[src/rtl/pkg_amba3.sv]
// Shared AMBA3 AXI types: channel attribute enums, the AR slice payload and the
// arbiter FSM state.
package pkg_amba3;

  typedef enum logic [1:0] {
    BURST_FIXED = 2'b00,
    BURST_INCR  = 2'b01,
    BURST_WRAP  = 2'b10,
    BURST_RSVD  = 2'b11
  } burst_type_e;

  typedef enum logic [1:0] {
    LOCK_NORMAL    = 2'b00,
    LOCK_EXCLUSIVE = 2'b01,
    LOCK_LOCKED    = 2'b10,
    LOCK_RSVD      = 2'b11
  } lock_type_e;

  typedef enum logic [3:0] {
    CACHE_NONE      = 4'h0,
    CACHE_BUF       = 4'h1,
    CACHE_CACHEABLE = 4'h2,
    CACHE_CBUF      = 4'h3,
    CACHE_RA        = 4'h6,
    CACHE_RA_BUF    = 4'h7,
    CACHE_WA        = 4'hA,
    CACHE_WA_BUF    = 4'hB,
    CACHE_RWA       = 4'hE,
    CACHE_RWA_BUF   = 4'hF
  } cache_attr_e;

  typedef enum logic [2:0] {
    PROT_NORMAL       = 3'b000,
    PROT_PRIV         = 3'b001,
    PROT_NONSEC       = 3'b010,
    PROT_PRIV_NONSEC  = 3'b011,
    PROT_INSTR        = 3'b100,
    PROT_PRIV_INSTR   = 3'b101,
    PROT_NONSEC_INSTR = 3'b110,
    PROT_ALL          = 3'b111
  } prot_attr_e;

  typedef enum logic [1:0] {
    RESP_OKAY   = 2'b00,
    RESP_EXOKAY = 2'b01,
    RESP_SLVERR = 2'b10,
    RESP_DECERR = 2'b11
  } resp_type_e;

  // Width-independent part of an AR request; id and addr widths are
  // per-instance, so the arbiter keeps them in registers beside this struct.
  typedef struct packed {
    logic [3:0]  len;
    logic [2:0]  size;
    burst_type_e burst;
    lock_type_e  lock;
    cache_attr_e cache;
    prot_attr_e  prot;
  } amba3_ar_t;

  typedef enum logic {
    AR_IDLE = 1'b0,
    AR_HOLD = 1'b1
  } ar_state_e;

endpackage

[src/rtl/amba3_rr_arbiter.sv]
// Combinational round-robin arbiter: grants the first requester after ptr,
// wrapping cyclically. Shared by the read and write channel arbiters.
module amba3_rr_arbiter #(
  parameter  int N     = 2,
  localparam int IDX_W = $clog2(N)
) (
  input  logic [N-1:0]     req,
  input  logic [IDX_W-1:0] ptr,
  output logic [N-1:0]     grant,
  output logic [IDX_W-1:0] grant_idx,
  output logic             grant_valid
);

  logic [IDX_W-1:0] cand;

  always_comb begin
    grant       = '0;
    grant_idx   = '0;
    grant_valid = 1'b0;
    cand        = '0;
    for (int k = 1; k <= N; k++) begin
      cand = IDX_W'((int'(ptr) + k) % N);
      if (!grant_valid && req[cand]) begin
        grant       = '0;
        grant[cand] = 1'b1;
        grant_idx   = cand;
        grant_valid = 1'b1;
      end
    end
  end

endmodule

[src/rtl/amba3_axi_rd_arbiter.sv]
// Shares one AXI3 read slave port between NUM_MST masters: round-robin AR through
// a one-entry slice, R beats steered back by the master index held in the top ID bits.
module amba3_axi_rd_arbiter
  import pkg_amba3::*;
#(
  parameter  int NUM_MST   = 2,
  parameter  int AXID_SIZE = 4,
  parameter  int ADDR_SIZE = 32,
  parameter  int DATA_SIZE = 128,
  parameter  int MAX_OUTS  = 4,
  localparam int IDX_W     = $clog2(NUM_MST),
  localparam int SID_W     = AXID_SIZE + IDX_W
) (
  input  logic                           aclk,
  input  logic                           areset,
  input  logic [NUM_MST*AXID_SIZE-1:0]   m_arid,
  input  logic [NUM_MST*ADDR_SIZE-1:0]   m_araddr,
  input  logic [NUM_MST*4-1:0]           m_arlen,
  input  logic [NUM_MST*3-1:0]           m_arsize,
  input  burst_type_e                    m_arburst [NUM_MST],
  input  lock_type_e                     m_arlock  [NUM_MST],
  input  cache_attr_e                    m_arcache [NUM_MST],
  input  prot_attr_e                     m_arprot  [NUM_MST],
  input  logic [NUM_MST-1:0]             m_arvalid,
  output logic [NUM_MST-1:0]             m_arready,
  output logic [AXID_SIZE-1:0]           m_rid,
  output logic [DATA_SIZE-1:0]           m_rdata,
  output resp_type_e                     m_rresp,
  output logic                           m_rlast,
  output logic [NUM_MST-1:0]             m_rvalid,
  input  logic [NUM_MST-1:0]             m_rready,
  output logic [SID_W-1:0]               s_arid,
  output logic [ADDR_SIZE-1:0]           s_araddr,
  output logic [3:0]                     s_arlen,
  output logic [2:0]                     s_arsize,
  output burst_type_e                    s_arburst,
  output lock_type_e                     s_arlock,
  output cache_attr_e                    s_arcache,
  output prot_attr_e                     s_arprot,
  output logic                           s_arvalid,
  input  logic                           s_arready,
  input  logic [SID_W-1:0]               s_rid,
  input  logic [DATA_SIZE-1:0]           s_rdata,
  input  resp_type_e                     s_rresp,
  input  logic                           s_rlast,
  input  logic                           s_rvalid,
  output logic                           s_rready,
  output logic                           err_rid
);

  localparam logic [3:0] CNT_MAX = 4'(MAX_OUTS);

  ar_state_e        state_reg;
  amba3_ar_t        attr_reg, attr_next;
  logic [SID_W-1:0] id_reg, id_next;
  logic [ADDR_SIZE-1:0] addr_reg, addr_next;
  logic             s_arvalid_reg;
  logic [IDX_W-1:0] ptr_reg;
  logic             err_rid_reg;
  logic [3:0]       cnt_reg [NUM_MST];

  logic [NUM_MST-1:0] eligible, grant, inc, dec;
  logic [IDX_W-1:0]   grant_idx;
  logic               grant_valid;
  logic               grant_ok;
  logic [IDX_W-1:0]   r_idx;
  logic               r_idx_ok;
  logic               r_done;

  amba3_rr_arbiter #(.N(NUM_MST)) u_rr (
    .req         (eligible),
    .ptr         (ptr_reg),
    .grant       (grant),
    .grant_idx   (grant_idx),
    .grant_valid (grant_valid)
  );

  assign grant_ok  = (state_reg == AR_IDLE) && grant_valid && !areset;
  assign m_arready = grant_ok ? grant : '0;

  assign r_idx    = s_rid[SID_W-1 -: IDX_W];
  assign r_idx_ok = (int'(r_idx) < NUM_MST);
  assign r_done   = s_rvalid && s_rready && s_rlast && r_idx_ok;

  genvar gi;
  generate
    for (gi = 0; gi < NUM_MST; gi++) begin : g_mst
      assign eligible[gi] = m_arvalid[gi] && (cnt_reg[gi] < CNT_MAX);
      assign inc[gi]      = grant_ok && grant[gi];
      assign dec[gi]      = r_done && (r_idx == IDX_W'(gi));
      assign m_rvalid[gi] = s_rvalid && r_idx_ok && (r_idx == IDX_W'(gi));
    end
  endgenerate

  // Beats tagged with a prefix that names no master are sunk so the slave never stalls.
  always_comb begin
    s_rready = !r_idx_ok;
    for (int i = 0; i < NUM_MST; i++) begin
      if (r_idx == IDX_W'(i)) s_rready = m_rready[i];
    end
  end

  assign m_rid   = s_rid[AXID_SIZE-1:0];
  assign m_rdata = s_rdata;
  assign m_rresp = s_rresp;
  assign m_rlast = s_rlast;

  always_comb begin
    attr_next = '0;
    addr_next = '0;
    id_next   = '0;
    for (int i = 0; i < NUM_MST; i++) begin
      if (grant[i]) begin
        attr_next.len   = m_arlen[i*4 +: 4];
        attr_next.size  = m_arsize[i*3 +: 3];
        attr_next.burst = m_arburst[i];
        attr_next.lock  = m_arlock[i];
        attr_next.cache = m_arcache[i];
        attr_next.prot  = m_arprot[i];
        addr_next       = m_araddr[i*ADDR_SIZE +: ADDR_SIZE];
        id_next         = {grant_idx, m_arid[i*AXID_SIZE +: AXID_SIZE]};
      end
    end
  end

  always_ff @(posedge aclk) begin
    if (areset) begin
      state_reg     <= AR_IDLE;
      s_arvalid_reg <= 1'b0;
      attr_reg      <= '0;
      addr_reg      <= '0;
      id_reg        <= '0;
      ptr_reg       <= IDX_W'(NUM_MST - 1);
    end else begin
      case (state_reg)
        AR_IDLE: begin
          if (grant_valid) begin
            attr_reg      <= attr_next;
            addr_reg      <= addr_next;
            id_reg        <= id_next;
            s_arvalid_reg <= 1'b1;
            ptr_reg       <= grant_idx;
            state_reg     <= AR_HOLD;
          end
        end
        AR_HOLD: begin
          if (s_arready) begin
            s_arvalid_reg <= 1'b0;
            state_reg     <= AR_IDLE;
          end
        end
        default: state_reg <= AR_IDLE;
      endcase
    end
  end

  // Grant and final beat in the same cycle cancel; a final beat at zero is dropped.
  always_ff @(posedge aclk) begin
    for (int i = 0; i < NUM_MST; i++) begin
      if (areset) begin
        cnt_reg[i] <= '0;
      end else begin
        assert (!(dec[i] && !inc[i] && cnt_reg[i] == '0));
        if (inc[i] && !dec[i]) begin
          cnt_reg[i] <= cnt_reg[i] + 4'd1;
        end else if (dec[i] && !inc[i] && cnt_reg[i] != '0) begin
          cnt_reg[i] <= cnt_reg[i] - 4'd1;
        end
      end
    end
  end

  always_ff @(posedge aclk) begin
    if (areset) begin
      err_rid_reg <= 1'b0;
    end else if (s_rvalid && !r_idx_ok) begin
      err_rid_reg <= 1'b1;
    end
  end

  assign s_arvalid = s_arvalid_reg;
  assign s_arid    = id_reg;
  assign s_araddr  = addr_reg;
  assign s_arlen   = attr_reg.len;
  assign s_arsize  = attr_reg.size;
  assign s_arburst = attr_reg.burst;
  assign s_arlock  = attr_reg.lock;
  assign s_arcache = attr_reg.cache;
  assign s_arprot  = attr_reg.prot;
  assign err_rid   = err_rid_reg;

endmodule

[config.mk]
export PLATFORM = sky130hd
export DESIGN_NAME = amba3_axi_rd_arbiter
export DESIGN_NICKNAME = d
export VERILOG_FILES = /design/src/rtl/pkg_amba3.sv /design/src/rtl/amba3_rr_arbiter.sv /design/src/rtl/amba3_axi_rd_arbiter.sv
export SDC_FILE = /design/constraint.sdc
export NUM_CORES = 1
export LEC_CHECK = 0
export BUFFER_PORTS_ARGS = -buffer_cell sky130_fd_sc_hd__buf_2
export CORE_AREA = 5 5 169 171
export DETAILED_ROUTE_END_ITERATION = 6
export DIE_AREA = 0 0 174 176
export GPL_TIMING_DRIVEN = 0
export HOLD_SLACK_MARGIN = 0.08
export SYNTH_ARGS = -nofsm -noshare
export SYNTH_HDL_FRONTEND = slang
export SYNTH_SLANG_ARGS = --single-unit
[constraint.sdc]
create_clock -name aclk -period 2.9 [get_ports aclk]
set_input_delay 0.145 -clock aclk [delete_from_list [all_inputs] [get_ports aclk]]
set_output_delay 0.145 -clock aclk [all_outputs]
set_load 0.01 [all_outputs]
Yosys cells after proc, flatten, opt, wreduce, memory -nomap -nowiden

Memories as Yosys holds them, arrays and structs flattened.
Index checks and enable logic that the tools add are counted.

RAM bits: 8
Register bits after elaboration: 58
Output and inout bits: 197
Memories kept: 1
Input port bits: 252
Word-level logic and storage cells: 111

Eq/ne operators: 2
Multiplexer cells: 48
$lt $le $gt $ge: 6
Reductions and logical operators: 31
Bitwise gates (word level): 6
$add $sub $neg: 6

Memories:

| memory  | depth | width | read ports | clocked after Yosys merged registers in | wr ports | RTL line                   | text |
|---|---|---|---|---|---|---|---|
| cnt_reg | 2     | 4     | 2          | 0                                       | 2        | amba3_axi_rd_arbiter.sv:60 | `logic [3:0] cnt_reg [NUM_MST];` |

Operators by type and width:

| cell                                                                         | number |
|---|---|
| 32-bit two-way mux                                                           | 2 |
| 18-bit two-way mux                                                           | 2 |
| 1-bit two-way mux                                                            | 31 |
| 1-bit logical AND                                                            | 21 |
| 4-bit two-way mux                                                            | 4 |
| 5-bit two-way mux                                                            | 2 |
| 4-bit by 1-bit adder with 4-bit output, second input constant                | 2 |
| 4-bit by 3-bit less-than comparator with 1-bit output, second input constant | 2 |
| 4-bit nonzero test                                                           | 2 |
| 4-bit by 1-bit subtractor with 4-bit output, second input constant           | 2 |
| 1-bit zero test                                                              | 6 |
| 2-bit two-way mux                                                            | 3 |
| 1-bit by 2-bit less-than comparator with 1-bit output, second input constant | 2 |
| 2-bit inequality test, second input constant                                 | 2 |
| 1-bit OR                                                                     | 4 |
| 1-bit one-hot mux with 2 select lines                                        | 2 |
| 2-bit AND reduction                                                          | 2 |
| 1-bit adder, second input constant                                           | 2 |
| 1-bit demux with 1-bit select                                                | 2 |
| 1-bit greater-or-equal comparator, second input constant                     | 2 |
| 1-bit NOT                                                                    | 2 |

Logic depth before layout (Yosys ltp)

Gate-level depths: netlist of the first run.
An unclocked memory read counts as a cell.

Depth after elaboration: 20
Gate-level depth with buffers: 10
Gate-level depth less buffers: 9

Cells and area by module

A second synthesis of the first run with hierarchy kept.

Cells, all modules: 475
Area, all modules: 4036.4 um2

By module, submodules not included:

| module               | cells an instance | sequential area each (um2) | times used | area an instance (um2) |
|---|---|---|---|---|
| amba3_axi_rd_arbiter | 470               | 1401.3                     | 1          | 4003.8 |
| amba3_rr_arbiter     | 5                 | 0.0                        | 1          | 32.5 |

Worst setup path before layout of the first run

No wires, ideal clock.

Kind: reg-to-reg
From: mem cnt_reg[1][3]
To: mem cnt_reg[1][3] (data pin)
Slack: 0.352 ns
Buffers on the path: 1
Clock period less this slack: 2.548 ns
Stages on the path, launching flop included: 11
Data arrival time: 2.287 ns
Cells stage by stage: edfxtp_1 or3b_1 buf_6 a211oi_1 or4_1 inv_1 ha_1 a21o_1 a21oi_1 xnor2_1 mux2i_1

RTL lines:

| element            | RTL line |
|---|---|
| start: declaration | amba3_axi_rd_arbiter.sv:60 |

==> results_dict.tcl, run 1 <==
set metrics [dict create \
    cp_slowest_cell "or4_1" \
    r2r_end "cnt_reg[1][3]$_SDFFCE_PN0P_" \
    synth.avg_cell_area_sq_um 9.95 \
    clkSlewWorstSetupHoldPaths_ns 0.06 \
    switching_share 0.290 \
    ys_top_cells_by_area "dfxtp_1 (29%), buf_4 (26%), a221o_1 (14%), and2_1 (7.8%), edfxtp_1 (6.1%)" \
    critPathBufInv 1 \
    p_per_area_mw_per_mm2 442 \
    cts_setup_buffers 0 \
    slew_headroom 0.186 \
    critPathMaxStageDelay_ns 0.58 \
    power.internal_mw 2.13 \
    nNetsFinal 1034 \
    cp.required_ns 2.98 \
    num_io_pins 449 \
    fin_crit_ns 2.67 \
    clkSinkCount 66 \
    grt_use_total 0.0971 \
    leakage_nw 3.54 \
    critPathKind "register to register" \
    fin_tns_setup_ns 0 \
    synth_fp_nets 653 \
    wl_mm 16.3 \
    synth_edf_count 8 \
    r2r_cells 9 \
    synthToLayoutAreaGrowth_pct 72.6 \
    first_iter_violations 132 \
    rsz0062_at_grt "false" \
    switchingPower_uw 871 \
    postRouteAntennaNets 0 \
    period_share 0.920 \
    antenna_found_initial 1 \
    cts_tree "yes" \
    worstPathArrival_ns 2.75 \
    setup_violations 0 \
    grt_pass1_vias 4235 \
    coreArea_sq_mm 0.0267 \
    fmax_ghz 0.375 \
    vias 4141 \
    drcViolationCount 0 \
    slew_viol_final 0 \
    synth_common_cells "buf_4 (136), dfxtp_1 (58), a221o_1 (54), and2_1 (49)" \
    crit_cells 9 \
    start_util 0.147 \
    htreeDepth 3 \
    worst_r2r_startpoint "cnt_reg[0][2]$_DFFE_PP_" \
    syn_inst 396 \
    die-area_sq_mm 0.0306 \
    reg2reg_slack_ns 0.23 \
    synth_top_area_cell "dfxtp_1" \
    post-place-ws_ns 0.100 \
    yosysSeqAreaShare 0.356 \
    cts_max_path_buffers 2 \
    grt_max_degree 12 \
    ys_types 45 \
    cts_root_buf "clkbuf_16" \
    ir_worst_vdd_v 0.000198 \
    gp_congestion 0.780 \
    via_per_inst 3.69 \
    ys_async_sr_fraction 0 \
    synthMostInstantiatedCell "buf_4" \
    die_w_um 174 \
    synth_top_area_frac 0.295 \
    hold_end "s_araddr[1]$_SDFFE_PP0N_" \
    overflow 0 \
    grt_pass1_wl_mm 23.1 \
    ys_warn_count 0 \
    tightest_slew_ns 1.22 \
    die_h_um 176 \
    drv_cap 0 \
    portBuffers 313 \
    status "finished, final reports clean" \
    critPathMaxFanout 7 \
    cpLargestDelayFamily "simple AND/OR/NAND/NOR gates" \
    drtPass1Iterations 6 \
    worstPathCellList "nor2_2 > a211oi_2 > or4_1 > inv_1 > ha_1 > a21o_1 > a21oi_1 > xnor2_1 > mux2i_1" \
    n_antenna_cell 0 \
    num_rows 60 \
    hpwlAfterDp_mm 13.0 \
    fill_cells 2886 \
    finalHoldViolCount 0 \
    worst_setup_path_start_kind "register" \
    insertion_delay_ns 0.34 \
    power_frac_clock 0.364 \
    syn_area_sq_mm 0.00394 \
    post_drt_wl_per_cell_um 14.5 \
    cts_made_buffers 9 \
    skew_ns 0.00598 \
    yosys_register_bits 66 \
    end_kind "register" \
    timing.final.ws_setup_ns 0.231 \
    pwr-share-seq 0.361 \
    drive_above_1_share 0.627 \
    worstHoldPathCells 3 \
    p_comb_frac 0.275 \
    largest_reg_flops 32 \
    hp-start "m_araddr[33]" \
    hold_class "input pin to register" \
    synthFlopType "dfxtp_1" \
]
==> how the worst max path moves through the flow <==
| stage | startpoint | endpoint | slack [ns] |
|---|---|---|---|
| 6_report | cnt_reg[0][2]$_DFFE_PP_ | cnt_reg[1][3]$_SDFFCE_PN0P_ | 0.23 |
| 5_1_grt | cnt_reg[0][2]$_DFFE_PP_ | s_araddr[18]$_SDFFE_PP0N_ | 0.02 |
| 4_1_cts | cnt_reg[1][3]$_SDFFCE_PN0P_ | s_araddr[19]$_SDFFE_PP0N_ | 0.07 |
| 3_5_place_dp | cnt_reg[1][3]$_SDFFCE_PN0P_ | s_arlen[3]$_SDFFE_PP0N_ | 0.10 |
| 3_3_place_gp | cnt_reg[1][3]$_SDFFCE_PN0P_ | s_arsize[2]$_SDFFE_PP0N_ | 0.09 |
| 2_1_floorplan | cnt_reg[1][3]$_SDFFCE_PN0P_ | cnt_reg[1][3]$_SDFFCE_PN0P_ | 0.35 |
==> worst min-delay path: cells and delay by family <==
| family | cells | cell delay [ns] |
|---|---|---|
| simple gates | 1 | 0.10 |
| compound gates | 1 | 0.09 |
| buf+inv | 1 | 0.07 |
==> layer usage <==
metal | part of all wire | up-vias | track usage
li1 | - | 2028 | -
met2 | 0.53 | 245 | 0.180
met5 | 0.0012 | - | 0
met4 | 0.016 | 2 | 0.0346
met3 | 0.089 | 15 | 0.0398
met1 | 0.36 | 1851 | 0.0979
==> power by group through the flow <==
stage | Combinational [mW] | Clock [mW] | Sequential, mW
after global routing | 0.898 | 1.20 | 1.10
after global placement | 0.773 | 0 | 1.10
after CTS | 0.840 | 1.15 | 1.08
final | 0.827 | 1.09 | 1.08
after floorplan | 0.401 | 0 | 1.13
after detailed placement | 0.779 | 0 | 1.10
==> placed cells by master (no fill, tap or decap), drive strengths merged, types with 4 or more instances in the layout <==
| master | netlist | routed |
|---|---|---|
| nor2 | 5 | 5 |
| dfxtp | 58 | 58 |
| edfxtp | 8 | 8 |
| inv | 7 | 7 |
| dlygate4sd3 | 0 | 57 |
| a21oi | 5 | 5 |
| a221o | 54 | 54 |
| nor3 | 5 | 5 |
| buf | 146 | 459 |
| ha | 4 | 4 |
| nand2 | 8 | 8 |
| and2 | 56 | 56 |
| clkbuf | 8 | 19 |
==> stage by stage <==
stage	hold slack (ns)	utilization	power (mW)	instances	instance area (sq um)
floorplan	0.284	-	1.53	396	3940
global placement	0.369	0.222	1.87	1050	5930
detailed placement	0.371	0.222	1.88	1050	5930
CTS	0.0804	0.254	3.07	1122	6790
global route	0.0849	0.254	3.19	1122	6800
finish	0.101	0.254	3.01	1122	6800
==> final cells by class <==
class	instances	area, sq um	share of cell area
plain buffers	154	1180	0.174
clock buffers	11	264	0.0388
clock inverters	4	25.0	0.00368
inverters	7	26.3	0.00386
multi-input cells	169	1340	0.197
flip-flops and latches	66	1400	0.206
well taps	341	427	0.0628
repair buffers	370	2140	0.314
==> what timing repair did <==
| action | CTS | global route |
|---|---|---|
| hold endpoints to repair | 54 | 0 |
| gates resized for setup | 0 | 2 |
| hold buffers | 57 | 0 |
| setup endpoints to repair | 0 | 1 |
==> logic make-up (layout without fill, tap and decap cells) <==
family	Yosys count	in the layout	share of synthesized area
flip-flops	66	66	0.356
AND/OR/NAND/NOR	85	85	0.130
AO/OA/AOI/OAI	71	71	0.172
XOR/XNOR	4	4	0.00890
adder cells (fa/ha/maj)	5	5	0.0178
buffers and inverters	161	546	0.307
other	1	1	0.000952
multiplexers	3	3	0.00794
Power figures use the tool's default switching activity.
==> inputs of run 2 (changes only) <==
==> constraint.sdc (replaced) <==
create_clock -name aclk -period 2.9 [get_ports aclk]
set_input_delay 0.29 -clock aclk [delete_from_list [all_inputs] [get_ports aclk]]
set_output_delay 0.29 -clock aclk [all_outputs]
set_load 0.01 [all_outputs]
==> run 2 against run 1 <==
- clock-buffer cell count is the same
- sequential power is essentially flat
- global-route usage shrank 0.43 points
- sequential share of layout area grew 1.9 points
- final cell count shrank 5.1%
==> results_dict.tcl, run 2 (synthesis gave the netlist of run 1 again) <==
set metrics [dict create \
    status "finished, final reports clean" \
    num_io_pins 449 \
    hold_end "s_arcache[0]$_SDFFE_PP0N_" \
    gp_congestion 0.780 \
    htreeDepth 3 \
    period_share 0.923 \
    layout_commonest_cell "buf_2" \
    slew_headroom 0.198 \
    cts_hold_buf 0 \
    skew_ns 0.00475 \
    synthToLayoutAreaGrowth_pct 58.1 \
    fill_cells 2934 \
    crit_cells 6 \
    cts_setup_buffers 0 \
    post_drt_wl_per_cell_um 14.7 \
    tightest_slew_ns 1.20 \
    slew_viol_final 0 \
    grt_pass1_vias 3936 \
    drtPass1Iterations 4 \
    cts_made_buffers 9 \
    finalHoldViolCount 0 \
    drv_cap 0 \
    pwr-share-seq 0.369 \
    leakage_nw 3.30 \
    critPathBufInv 4 \
    clkSlewWorstSetupHoldPaths_ns 0.06 \
    antenna_found_initial 2 \
    cp.required_ns 2.61 \
    worstHoldPathCells 2 \
    end_kind "output port" \
    die_h_um 176 \
    start_util 0.147 \
    power_frac_clock 0.372 \
    drcViolationCount 0 \
    coreArea_sq_mm 0.0267 \
    crit_start "cnt_reg[1][3]$_SDFFCE_PN0P_" \
    die-area_sq_mm 0.0306 \
    r2r_cells 9 \
    portBuffers 313 \
    first_iter_violations 130 \
    p_per_area_mw_per_mm2 472 \
    setup_violations 0 \
    fmax_ghz 0.374 \
    vias 3889 \
    worstPathCellList "or3b_1 > buf_6 > a2111oi_4 > buf_6 > buf_12 > buf_2" \
    hpwlAfterDp_mm 13.0 \
    wl_mm 15.6 \
    postRouteAntennaNets 0 \
    reg2reg_slack_ns 0.23 \
    fin_crit_ns 2.68 \
    insertion_delay_ns 0.34 \
    grt_pass1_wl_mm 21.8 \
    fin_hold_ws_ns 0.171 \
    cts_tree "yes" \
    nNetsFinal 977 \
    final_cell_mix "buf_2 (313), buf_4 (136), dfxtp_1 (58), a221o_1 (54), and2_1 (49)" \
    num_rows 60 \
    hold_class "input pin to register" \
    power.internal_mw 2.08 \
    hp-start "m_arcache[4]" \
    cpLargestDelayFamily "buffers and inverters" \
    cts_root_buf "clkbuf_16" \
    rsz0062_at_grt "false" \
    grt_use_total 0.0928 \
    die_w_um 174 \
    grt_max_degree 12 \
    cts_max_path_buffers 2 \
    drive_above_1_share 0.677 \
    critPathMaxFanout 10 \
    overflow 0 \
    worst_setup_path_start_kind "register" \
    via_per_inst 3.65 \
    worst_r2r_startpoint "cnt_reg[0][2]$_DFFE_PP_" \
    r2r_end "cnt_reg[1][3]$_SDFFCE_PN0P_" \
    clkSinkCount 66 \
    fin_util 0.233 \
    critPathKind "register to output port" \
    cp_slowest_cell "a2111oi_4" \
    crit_path_frequent_cell "buf_6" \
    switchingPower_uw 855 \
    p_comb_frac 0.259 \
    worstPathArrival_ns 2.39 \
    critPathMaxStageDelay_ns 0.50 \
    ir_worst_vdd_v 0.000200 \
    cts_resized 0 \
    n_antenna_cell 0 \
    largest_reg_flops 32 \
    fin_tns_setup_ns 0 \
    switching_share 0.291 \
]
## run 2: stage by stage
step / cell area, sq um / setup slack (ns) / instances / total power [mW]
after floorplan: 3940 / 0.352 / 396 / 1.53
after global placement: 5930 / 0.0345 / 1050 / 1.87
after detailed placement: 5930 / 0.0494 / 1050 / 1.88
after CTS: 6220 / 0.0717 / 1065 / 3.01
after global routing: 6230 / 0.0234 / 1065 / 3.12
final: 6230 / 0.224 / 1065 / 2.94
## run 2: worst max-delay path by stage
stage,to
after global routing,s_araddr[18]$_SDFFE_PP0N_
after floorplan,cnt_reg[1][3]$_SDFFCE_PN0P_
final,m_arready[1]
after global placement,s_arsize[2]$_SDFFE_PP0N_
after detailed placement,s_arlen[3]$_SDFFE_PP0N_
after CTS,s_araddr[19]$_SDFFE_PP0N_
## run 2: power by group through the flow
stage / sequential (mW) / combinational, mW / clock (mW)
6_report: 1.08 / 0.762 / 1.09
4_1_cts: 1.08 / 0.780 / 1.15
3_3_place_gp: 1.10 / 0.773 / 0
2_1_floorplan: 1.13 / 0.401 / 0
5_1_grt: 1.10 / 0.831 / 1.20
3_5_place_dp: 1.10 / 0.779 / 0
## run 2: final cells by class
class / count / area (sq um) / area share
multi-input combinational: 169 / 1340 / 0.215
sequential: 66 / 1400 / 0.225
tap: 341 / 427 / 0.0685
timing repair buffer: 313 / 1570 / 0.252
clock inverter: 4 / 25.0 / 0.00402
inverter: 7 / 26.3 / 0.00422
clock buffer: 11 / 264 / 0.0424
buffer: 154 / 1180 / 0.190
## run 2: per-layer routing
layer / track usage / up-vias / part of all wire
li1: - / 1915 / -
met1: 0.0984 / 1715 / 0.37
met2: 0.167 / 243 / 0.52
met3: 0.0368 / 14 / 0.088
met4: 0.0340 / 2 / 0.019
met5: 0 / - / 0.0013
==> inputs of run 3 (changes only) <==
--- a/config.mk
+++ b/config.mk
@@ -9,7 +9,6 @@
 export CORE_AREA = 5 5 169 171
 export DETAILED_ROUTE_END_ITERATION = 6
 export DIE_AREA = 0 0 174 176
-export GPL_TIMING_DRIVEN = 0
 export HOLD_SLACK_MARGIN = 0.08
 export SYNTH_ARGS = -nofsm -noshare
 export SYNTH_HDL_FRONTEND = slang
==> run 3 against run 2 <==
- sequential share of layout area up 9.1 points
- sequential power about the same
- final cell count down 26%
- maximum frequency down 0.10%
- non-clock buffer count down 281
- utilization down 6.7 points
- global-route usage down 1.7 points
- register-to-register slack about the same
- routed wire length down 23%
- first-iteration DRC count down 2.3%
- critical endpoint is now cnt_reg[1][3]$_SDFFCE_PN0P_
==> results_dict.tcl, run 3 (synthesis gave the netlist of run 1 again) <==
set metrics [dict create \
    portBuffers 179 \
    n_antenna_cell 0 \
    p_per_area_mw_per_mm2 602 \
    first_iter_violations 127 \
    final_cell_mix "buf_2 (179), dfxtp_1 (58), a221o_1 (54), and2_1 (49), clkbuf_16 (9)" \
    largest_reg_flops 32 \
    synthToLayoutAreaGrowth_pct 12.6 \
    cts_root_buf "clkbuf_16" \
    fin_tns_setup_ns 0 \
    skew_ns 0.00975 \
    timing.final.ws_setup_ns 0.222 \
    cts_hold_buf 0 \
    die-area_sq_mm 0.0306 \
    hold_class "input pin to register" \
    layout_commonest_cell "buf_2" \
    worst_r2r_startpoint "cnt_reg[1][3]$_SDFFCE_PN0P_" \
    worst_setup_path_start_kind "register" \
    placed_area_sq_mm 0.00414 \
    wl_mm 12.0 \
    insertion_delay_ns 0.33 \
    fin_crit_ns 2.68 \
    fmax_ghz 0.373 \
    cp.required_ns 3.08 \
    grt_pass1_wl_mm 17.4 \
    num_rows 60 \
    critPathKind "register to register" \
    slew_viol_final 0 \
    clkSlewWorstSetupHoldPaths_ns 0.06 \
    postRouteAntennaNets 0 \
    tightest_slew_ns 1.09 \
    power_mw 2.67 \
    nNetsFinal 696 \
    crit_start "cnt_reg[1][3]$_SDFFCE_PN0P_" \
    start_util 0.147 \
    cts_made_buffers 9 \
    hpwlAfterDp_mm 9.11 \
    die_h_um 176 \
    fill_cells 3008 \
    leakage_nw 2.08 \
    hp-start "m_araddr[25]" \
    via_per_inst 3.69 \
    clkSinkCount 66 \
    post_drt_wl_per_cell_um 15.3 \
    cts_tree "yes" \
    end_kind "register" \
    drcViolationCount 0 \
    num_io_pins 449 \
    critPathMaxFanout 3 \
    slew_headroom 0.270 \
    rsz0062_at_grt "false" \
    die_w_um 174 \
    grt_use_total 0.0755 \
    finalHoldViolCount 0 \
    gp_congestion 0.712 \
    status "finished, final reports clean" \
    grt_max_degree 41 \
    drtPass1Iterations 4 \
    worstPathArrival_ns 2.86 \
    coreArea_sq_mm 0.0267 \
    vias 2897 \
    grt_pass1_vias 3058 \
    setup_violations 0 \
    period_share 0.924 \
    cts_max_path_buffers 2 \
    ir_worst_vdd_v 0.000205 \
    drv_cap 0 \
    fin_util 0.166 \
    htreeDepth 3 \
    post-place-ws_ns 0.183 \
    overflow 0 \
    drive_above_1_share 0.477 \
    antenna_found_initial 0 \
    design_area_sq_mm 0.00443 \
]
-- run 3: cell types whose count changed in the layout (fill, tap and decap cells not counted), sizes merged --
cell / previous run / this run
clkinv: 2 / 0
bufinv: 0 / 1
inv: 7 / 8
clkinvlp: 2 / 0
buf: 459 / 186
clkbuf: 19 / 14
-- run 3: metal layers --
metal  vias to the layer above  routed length, um  track usage
met1                      1302               4410       0.0776
li1                       1348                  -            -
met4                         0                645       0.0551
met3                        72               1350       0.0396
met2                       175               5560        0.118
met5                         -                  0            0
-- run 3: through the flow --
stage	hold slack (ns)	std cells
floorplan	0.429	396
global placement	0.438	769
detailed placement	0.465	769
CTS	0.149	785
global route	0.151	785
finish	0.173	785
-- run 3: final cells by class --
type	count	area (sq um)	share of cell area
clock buffer	14	254	0.0573
clock inverter	2	36.3	0.00818
inverter	7	28.8	0.00649
multi-input combinational	169	1340	0.302
sequential	66	1400	0.316
tap	341	427	0.0962
timing repair buffer	186	948	0.214
-- run 3: repair_timing --
action | CTS | global route
gates resized for setup | 0 | 3
endpoints found under the setup margin | 0 | 2
buffers inserted | 0 | 0
-- run 3: power breakdown --
group | internal, mW | total (mW) | switching [mW]
sequential | 1.02 | 1.08 | 0.0602
combinational | 0.224 | 0.452 | 0.228
clock | 0.693 | 1.13 | 0.441
-- run 3: path summary, 6_finish.rpt --
kind / slack (ns) / cells after the start / end
max reg2reg: 0.22 / 9 / cnt_reg[1][3]$_SDFFCE_PN0P_
min reg2reg: 0.48 / 1 / s_araddr[18]$_SDFFE_PP0N_
max: 0.22 / 9 / cnt_reg[1][3]$_SDFFCE_PN0P_
min: 0.17 / 2 / s_araddr[25]$_SDFFE_PP0N_
-- run 3: worst max-delay path, cell delays in order, from the launching register on --
cell and delay, ns:
edfxtp_1 0.42, or3b_1 0.44, a211oi_1 0.34, or4_1 0.23, inv_1 0.08, ha_1 0.28, a21o_1 0.17, a21oi_1 0.19
xnor2_1 0.16, mux2i_1 0.21
